**src/rtl/instr_fetch_if.sv**
```systemverilog
// Fetch-side bundle: instruction-memory read port, redirect request and the
// instruction/PC handshake towards Decode.
interface instr_fetch_if #(
  parameter int ADDR_W = 32
) ();
  logic              imem_rd_en;
  logic [ADDR_W-1:0] imem_addr;
  logic [31:0]       imem_rdata;
  logic              redirect_valid;
  logic [ADDR_W-1:0] redirect_pc;
  logic [31:0]       instruction;
  logic [ADDR_W-1:0] inst_pc;
  logic              inst_valid;
  logic              dec_ready;

  // Handshake: an instruction/inst_pc pair transfers on a cycle where
  // inst_valid && dec_ready; while inst_valid=1 and dec_ready=0 the pair is
  // held stable, and only a redirect or reset may withdraw it.
  modport master (
    output imem_rd_en, imem_addr, instruction, inst_pc, inst_valid,
    input  imem_rdata, redirect_valid, redirect_pc, dec_ready
  );

  modport slave (
    input  imem_rd_en, imem_addr, instruction, inst_pc, inst_valid,
    output imem_rdata, redirect_valid, redirect_pc, dec_ready
  );
endinterface

```
**src/rtl/instr_fetch.sv**
```systemverilog
// Instruction fetch front end: PC, one-cycle imem reads, instruction FIFO and
// redirect/flush. Define INSTR_FETCH_PERF_EN to add the perf_* counters.
module instr_fetch #(
  parameter int                ADDR_W     = 32,
  parameter logic [ADDR_W-1:0] RESET_PC   = '0,
  parameter int                FIFO_DEPTH = 4
) (
  input  logic                 clk,
  input  logic                 reset_n,
  instr_fetch_if.master        bus
`ifdef INSTR_FETCH_PERF_EN
  ,
  output logic [31:0]          perf_fetched,
  output logic [31:0]          perf_stall
`endif
);

  localparam int PTR_W = $clog2(FIFO_DEPTH);
  localparam int CNT_W = PTR_W + 1;

  logic [ADDR_W-1:0] r_pc;
  logic [ADDR_W-1:0] r_tag_pc;
  logic              r_inflight;
  logic [31:0]       r_buf_inst [FIFO_DEPTH];
  logic [ADDR_W-1:0] r_buf_pc   [FIFO_DEPTH];
  logic [PTR_W-1:0]  r_wr_ptr;
  logic [PTR_W-1:0]  r_rd_ptr;
  logic [CNT_W-1:0]  r_count;
  logic [31:0]       r_last_inst;
  logic [ADDR_W-1:0] r_last_pc;

  logic [CNT_W-1:0]  w_occ;
  logic              w_valid;
  logic              w_issue;
  logic              w_push;
  logic              w_pop;
  logic [31:0]       w_head_inst;
  logic [ADDR_W-1:0] w_head_pc;
  logic              w_unused_bits;

  // The in-flight word reserves a slot, so a response always finds room.
  always_comb begin
    w_occ       = r_count + CNT_W'(r_inflight);
    w_valid     = (r_count != '0);
    w_issue     = reset_n && !bus.redirect_valid && (w_occ < CNT_W'(FIFO_DEPTH));
    w_push      = r_inflight && !bus.redirect_valid;
    w_pop       = w_valid && bus.dec_ready && !bus.redirect_valid;
    w_head_inst = r_buf_inst[r_rd_ptr];
    w_head_pc   = r_buf_pc[r_rd_ptr];
  end

  assign w_unused_bits   = &{1'b0, bus.redirect_pc[1:0]};

  assign bus.imem_rd_en  = w_issue;
  assign bus.imem_addr   = r_pc;
  assign bus.inst_valid  = w_valid;
  assign bus.instruction = w_valid ? w_head_inst : r_last_inst;
  assign bus.inst_pc     = w_valid ? w_head_pc   : r_last_pc;

  always_ff @(posedge clk) begin
    if (!reset_n) begin
      r_pc        <= RESET_PC;
      r_tag_pc    <= RESET_PC;
      r_inflight  <= 1'b0;
      r_wr_ptr    <= '0;
      r_rd_ptr    <= '0;
      r_count     <= '0;
      r_last_inst <= '0;
      r_last_pc   <= '0;
    end else begin
      if (w_valid) begin
        r_last_inst <= w_head_inst;
        r_last_pc   <= w_head_pc;
      end
      if (bus.redirect_valid) begin
        r_pc       <= {bus.redirect_pc[ADDR_W-1:2], 2'b00};
        r_inflight <= 1'b0;
        r_wr_ptr   <= '0;
        r_rd_ptr   <= '0;
        r_count    <= '0;
      end else begin
        if (w_issue) begin
          r_pc     <= r_pc + ADDR_W'(4);
          r_tag_pc <= r_pc;
        end
        r_inflight <= w_issue;
        if (w_push) r_wr_ptr <= r_wr_ptr + PTR_W'(1);
        if (w_pop)  r_rd_ptr <= r_rd_ptr + PTR_W'(1);
        case ({w_push, w_pop})
          2'b10:   r_count <= r_count + CNT_W'(1);
          2'b01:   r_count <= r_count - CNT_W'(1);
          default: r_count <= r_count;
        endcase
      end
    end
  end

  // Storage needs no reset: entries are only read while counted as valid.
  always_ff @(posedge clk) begin
    if (reset_n && w_push) begin
      r_buf_inst[r_wr_ptr] <= bus.imem_rdata;
      r_buf_pc[r_wr_ptr]   <= r_tag_pc;
    end
  end

`ifdef INSTR_FETCH_PERF_EN
  logic [31:0] r_perf_fetched;
  logic [31:0] r_perf_stall;

  always_ff @(posedge clk) begin
    if (!reset_n) begin
      r_perf_fetched <= '0;
      r_perf_stall   <= '0;
    end else begin
      if (w_pop)                      r_perf_fetched <= r_perf_fetched + 32'd1;
      if (w_valid && !bus.dec_ready)  r_perf_stall   <= r_perf_stall + 32'd1;
    end
  end

  assign perf_fetched = r_perf_fetched;
  assign perf_stall   = r_perf_stall;
`endif

endmodule
```
**src/flat_wrapper.sv**
```systemverilog
// flat-port wrapper written by rule: the top's interface ports become plain ports
module instr_fetch_flat 
#(
  parameter int                ADDR_W     = 32,
  parameter logic [ADDR_W-1:0] RESET_PC   = '0,
  parameter int                FIFO_DEPTH = 4
)
  (clk, reset_n, bus_imem_rd_en, bus_imem_addr, bus_instruction, bus_inst_pc, bus_inst_valid, bus_imem_rdata, bus_redirect_valid, bus_redirect_pc, bus_dec_ready);
  instr_fetch_if #(.ADDR_W(ADDR_W)) bus_i ();
  input  logic clk;
  input  logic reset_n;
  output wire logic [$bits(bus_i.imem_rd_en)-1:0] bus_imem_rd_en;
  output wire logic [$bits(bus_i.imem_addr)-1:0] bus_imem_addr;
  output wire logic [$bits(bus_i.instruction)-1:0] bus_instruction;
  output wire logic [$bits(bus_i.inst_pc)-1:0] bus_inst_pc;
  output wire logic [$bits(bus_i.inst_valid)-1:0] bus_inst_valid;
  input wire logic [$bits(bus_i.imem_rdata)-1:0] bus_imem_rdata;
  input wire logic [$bits(bus_i.redirect_valid)-1:0] bus_redirect_valid;
  input wire logic [$bits(bus_i.redirect_pc)-1:0] bus_redirect_pc;
  input wire logic [$bits(bus_i.dec_ready)-1:0] bus_dec_ready;
  assign bus_imem_rd_en = bus_i.imem_rd_en;
  assign bus_imem_addr = bus_i.imem_addr;
  assign bus_instruction = bus_i.instruction;
  assign bus_inst_pc = bus_i.inst_pc;
  assign bus_inst_valid = bus_i.inst_valid;
  assign bus_i.imem_rdata = bus_imem_rdata;
  assign bus_i.redirect_valid = bus_redirect_valid;
  assign bus_i.redirect_pc = bus_redirect_pc;
  assign bus_i.dec_ready = bus_dec_ready;
  instr_fetch #(.ADDR_W(ADDR_W), .RESET_PC(RESET_PC), .FIFO_DEPTH(FIFO_DEPTH)) u_core (.clk(clk), .reset_n(reset_n), .bus(bus_i));
endmodule
```
**config.mk**
```make
export PLATFORM = sky130hd
export DESIGN_NAME = instr_fetch_flat
export DESIGN_NICKNAME = d
export VERILOG_FILES = /design/src/rtl/instr_fetch_if.sv /design/src/rtl/instr_fetch.sv /design/src/flat_wrapper.sv
export SDC_FILE = /design/constraint.sdc
export NUM_CORES = 1
export LEC_CHECK = 0
export ABC_AREA = 1
export CAP_MARGIN = 5
export CORE_MARGIN = 5
export CORE_UTILIZATION = 56
export DETAILED_ROUTE_END_ITERATION = 10
export HOLD_SLACK_MARGIN = 0.06
export PLACE_DENSITY = 0.82
export SYNTH_ARGS = -nofsm -noshare
export SYNTH_HDL_FRONTEND = slang
export SYNTH_SLANG_ARGS = --single-unit
```
**constraint.sdc**
```tcl
create_clock -name clk -period 5.6 [get_ports clk]
set_clock_uncertainty 0.2 [all_clocks]
set_input_delay 0.84 -clock clk [delete_from_list [all_inputs] [get_ports clk]]
set_output_delay 0.84 -clock clk [all_outputs]
set_load 0.02 [all_outputs]
```
==> summary.md <==
The worst hold path passes through 2 cells. The run gives 3 as the maximum clock path buffer count. TritonCTS built the clock tree. For the largest net degree at the start of global routing, the log shows 105. The count of hold-fix buffers inserted at cts was 0. The number of antenna violations at the first check in global routing came out at 1.

The final core utilization is 0.6859, and the vias per cell is 5.495. Highest metal layer with signal wires: met5. The count of cells in the finished layout, fillers not included, comes to 2,069. Setup repair after global routing left no endpoint under its margin. The run gives 0.5691 as the initial cell density of the core.

The total placed instance area came out at 0.01718 mm^2. Startpoint type of the worst setup path: a flop. The end point of the worst hold path is u_core.r_last_pc[0]. The flow ran to the end, and the final reports show no timing, DRC or antenna violations. The tools report the post-CTS setup buffer count as 0.

The first TritonRoute pass finished after 5 iterations. For the overall die area, the log shows 0.03080 mm^2. The tools report the total number of placement rows as 60. The share of the yosys chip area belonging to registers came out at 0.6604.

Synthesis produced 1,565 cells. The run gives 2514 um as the sum of met3 wire segment lengths after detailed routing. The logs give 0.2258 for the overall track demand over capacity in global routing and 6.073 mW for the overall power after layout.

The routed design uses 17,690 um of met2 wire. Number of routed nets with antenna violations: 0. The logs give 0 for the final setup violation count and 0.02695 mm^2 for the placeable core region. Input and output buffers added on the ports amount to 161. Summed over all nets, the half-perimeter wirelength after detailed placement is 20,980 um.

STA puts the critical path data required time at 4.56 ns. The layout-stage area growth over the synthesis result is 20.52%. The max-slew violation count came out at 0. The logs give 0.9143 for the placer congestion estimate and 0.9519 ns for the final worst setup slack. The critical path data arrival time was 3.61 ns.

The overall die width is 175.5 um. For the final antenna diode count, the log shows 0. Summed over all layers, the global routing overflow is 0.

Across all hold checks on the routed design, the worst slack comes to 0.2438 ns. The worst setup path is of the flop to output port kind. The post-synthesis area per instance is 9.801 um^2.

The tools report the buffer cell driving the clock tree root as clkbuf_16. Clock-pin slew was measured on the worst setup and hold paths at 0.06 ns. The run gives 1,003 as the first-iteration detailed-routing DRC count. The logs give 0 for the final count of hold timing violations and 11,280 for the via count of the first global-routing pass. The run gives 0.2637 as the headroom to the max-slew limit. For the pin with the worst max-slew slack, the measured transition is 1.104 ns.

The async set-reset flop share out of synthesis is 0. The floorplan step set the die height to 175.5 um. The source-to-sink clock delay at the later pin of the worst-skew pair came out at 0.52 ns. The final cycle utilization of the critical path is 0.8300, and the number of sinks driven by the clock tree is 382. The H-tree was split into 2 levels. The synthesized netlist contains 32 unique library cells.

The worst setup path is captured at an output port. In this run the most critical hold path is launched from u_core.r_last_pc[0]. During synthesis, Yosys emitted a total of 0 warnings. The post-synthesis instance area came out at 0.01534 mm^2. The capturing point of the worst reg2reg path is u_core.r_last_pc[18]. IR analysis of the VDD net gives a maximum drop of 0.1824 mV.

Counting flops and latches in the post-synthesis netlist gives 382. The areal power density over the cells is 328.5 mW/mm^2, and the total of cells resized after clock tree synthesis is 0. Across the run, the number of max-cap violations was 0. The total negative slack came out at 0 ns.

The internal reg-to-reg setup slack was 2.68 ns; the total DRC errors in the routed layout was 0. The worst path in the final design needs a cycle of 4.648 ns, including I/O delays and setup. 166 I/O pins were placed. The leakage dissipation was 6.972 nW. The number of cells on the worst reg-to-reg path is 6. Based on the critical path, the design can be clocked at up to 215.1 MHz.

The number of enable-type register cells in the synthesized netlist came out at 248. Fill cells in the final layout number 1,892. For this run, the leading register cell type out of synthesis is edfxtp_1. The run gives 38 as the number of buffers created by CTS.

The worst hold path belongs to the class flop to flop. Once placement completed, the tool counted placed cells totaling 1,999. The net count of the finished layout is 1,773. At the placement stage, the worst setup path has a slack of 1.512 ns.

The global-route wire length before repair is 56,190 um, and the total detailed-routing wirelength is 35,460 um. The count of vias placed by the detailed router is 11,370. The ratio of cells with drive above 1 in the final layout is 0.05440.

Per-cell routed wire length: 17.14 um. The detailed router put a total of 14,320 um of wire on met1. With fillers left out, the area of the finished cells amounts to 0.01849 mm^2.

Highest fanout seen on the critical path: 104.
==> cell usage in the layout (no fill, tap or decap), drive strengths merged <==
cell and instances:
o21bai 3, nor3 3, clkbuf 52, inv 68, nor2 244, clkinv 13, a22oi 2, a21oi 95
edfxtp 248, clkinvlp 1, bufinv 5, or2 1, fa 1, o21ai 220, nand2 357, clkdlybuf4s50 161
a31oi 1, dfxtp 134, conb 2, nand4 1, ha 6, o21a 2, xor2 3, nand3 82
xnor2 4, buf 16, and2 3
==> area by class of cell <==
| class | count | area, um^2 | share of cell area |
|---|---|---|---|
| tap | 341 | 426.7 | 0.02308 |
| clock inverter | 18 | 216.5 | 0.01171 |
| multi-input combinational | 1030 | 4588 | 0.2482 |
| inverter | 69 | 261.5 | 0.01415 |
| clock buffer | 52 | 1087 | 0.05882 |
| sequential | 382 | 10140 | 0.5484 |
| timing repair buffer | 177 | 1769 | 0.09570 |
==> state kept, by name, indices dropped and copies added (netlist names), named ones only <==
signal                cells
u_core.r_inflight         1
u_core.r_rd_ptr           2
u_core.r_wr_ptr           2
u_core.r_buf_inst       128
u_core.bus.imem_addr     30
u_core.r_last_inst       32
u_core.r_buf_pc         120
u_core.r_count            3
u_core.r_last_pc         32
u_core.r_tag_pc          30
==> where the power goes <==
| part | total (mW) | internal (mW) | switching [mW] |
|---|---|---|---|
| registers | 3.09 | 3.04 | 0.0462 |
| clock network | 2.61 | 1.59 | 1.01 |
| logic | 0.379 | 0.158 | 0.221 |
==> worst max path at each step <==
stage | startpoint | end | slack, ns | depth (start not counted)
2_1_floorplan | reset_n | u_core.r_buf_inst[0][0] | 0.98 | 5
3_3_place_gp | flop | bus_inst_pc[19] | 1.62 | 7
3_5_place_dp | flop | bus_instruction[19] | 1.51 | 7
4_1_cts | flop | bus_inst_pc[6] | 0.95 | 7
5_1_grt | flop | bus_inst_pc[6] | 0.71 | 7
6_report | flop | bus_inst_pc[18] | 0.95 | 7
==> per-layer routing <==
| metal | vias to the layer above | track usage |
|---|---|---|
| li1 | 5542 | - |
| met1 | 5336 | 0.2846 |
| met2 | 417 | 0.3962 |
| met3 | 73 | 0.04003 |
| met4 | 2 | 0.07732 |
| met5 | - | 0 |
==> kinds of logic after synthesis <==
kind of cell	count (synthesis)	share of synthesized area
buffers and inverters	154	0.04266
flip-flops	382	0.6604
AND/OR/NAND/NOR	691	0.1799
AO/OA/AOI/OAI	323	0.1066
XOR/XNOR	7	0.003997
other	1	0.0002445
adder cells (fa/ha/maj)	7	0.006199
==> cells in the mapped netlist, drive strengths merged (2+ instances only) <==
library cell  instances  area [um^2]
and2                  3        18.77
o21a                  2        15.01
o21ai               220         1101
buf                  41        230.2
a22oi                 2        15.01
o21bai                3        22.52
clkbuf               44        165.2
edfxtp              248         7447
dfxtp               134         2683
xor2                  3        26.28
xnor2                 4        35.03
nand2               357         1345
nand3                82        422.9
nor3                  3        26.28
a21oi                95        475.5
inv                  69        259.0
nor2                244        933.4
ha                    6        75.07
==> critical path, cell delays in order, from the launching register on <==
cell             delay [ns]
dfxtp_4                0.53
clkinv_2               0.33
buf_4                  0.84
o21ai_0                0.29
o21ai_1                0.18
nand2_1                0.10
nand2_1                0.09
clkdlybuf4s50_1        0.61
No activity file was read; power rests on OpenSTA's default activity.
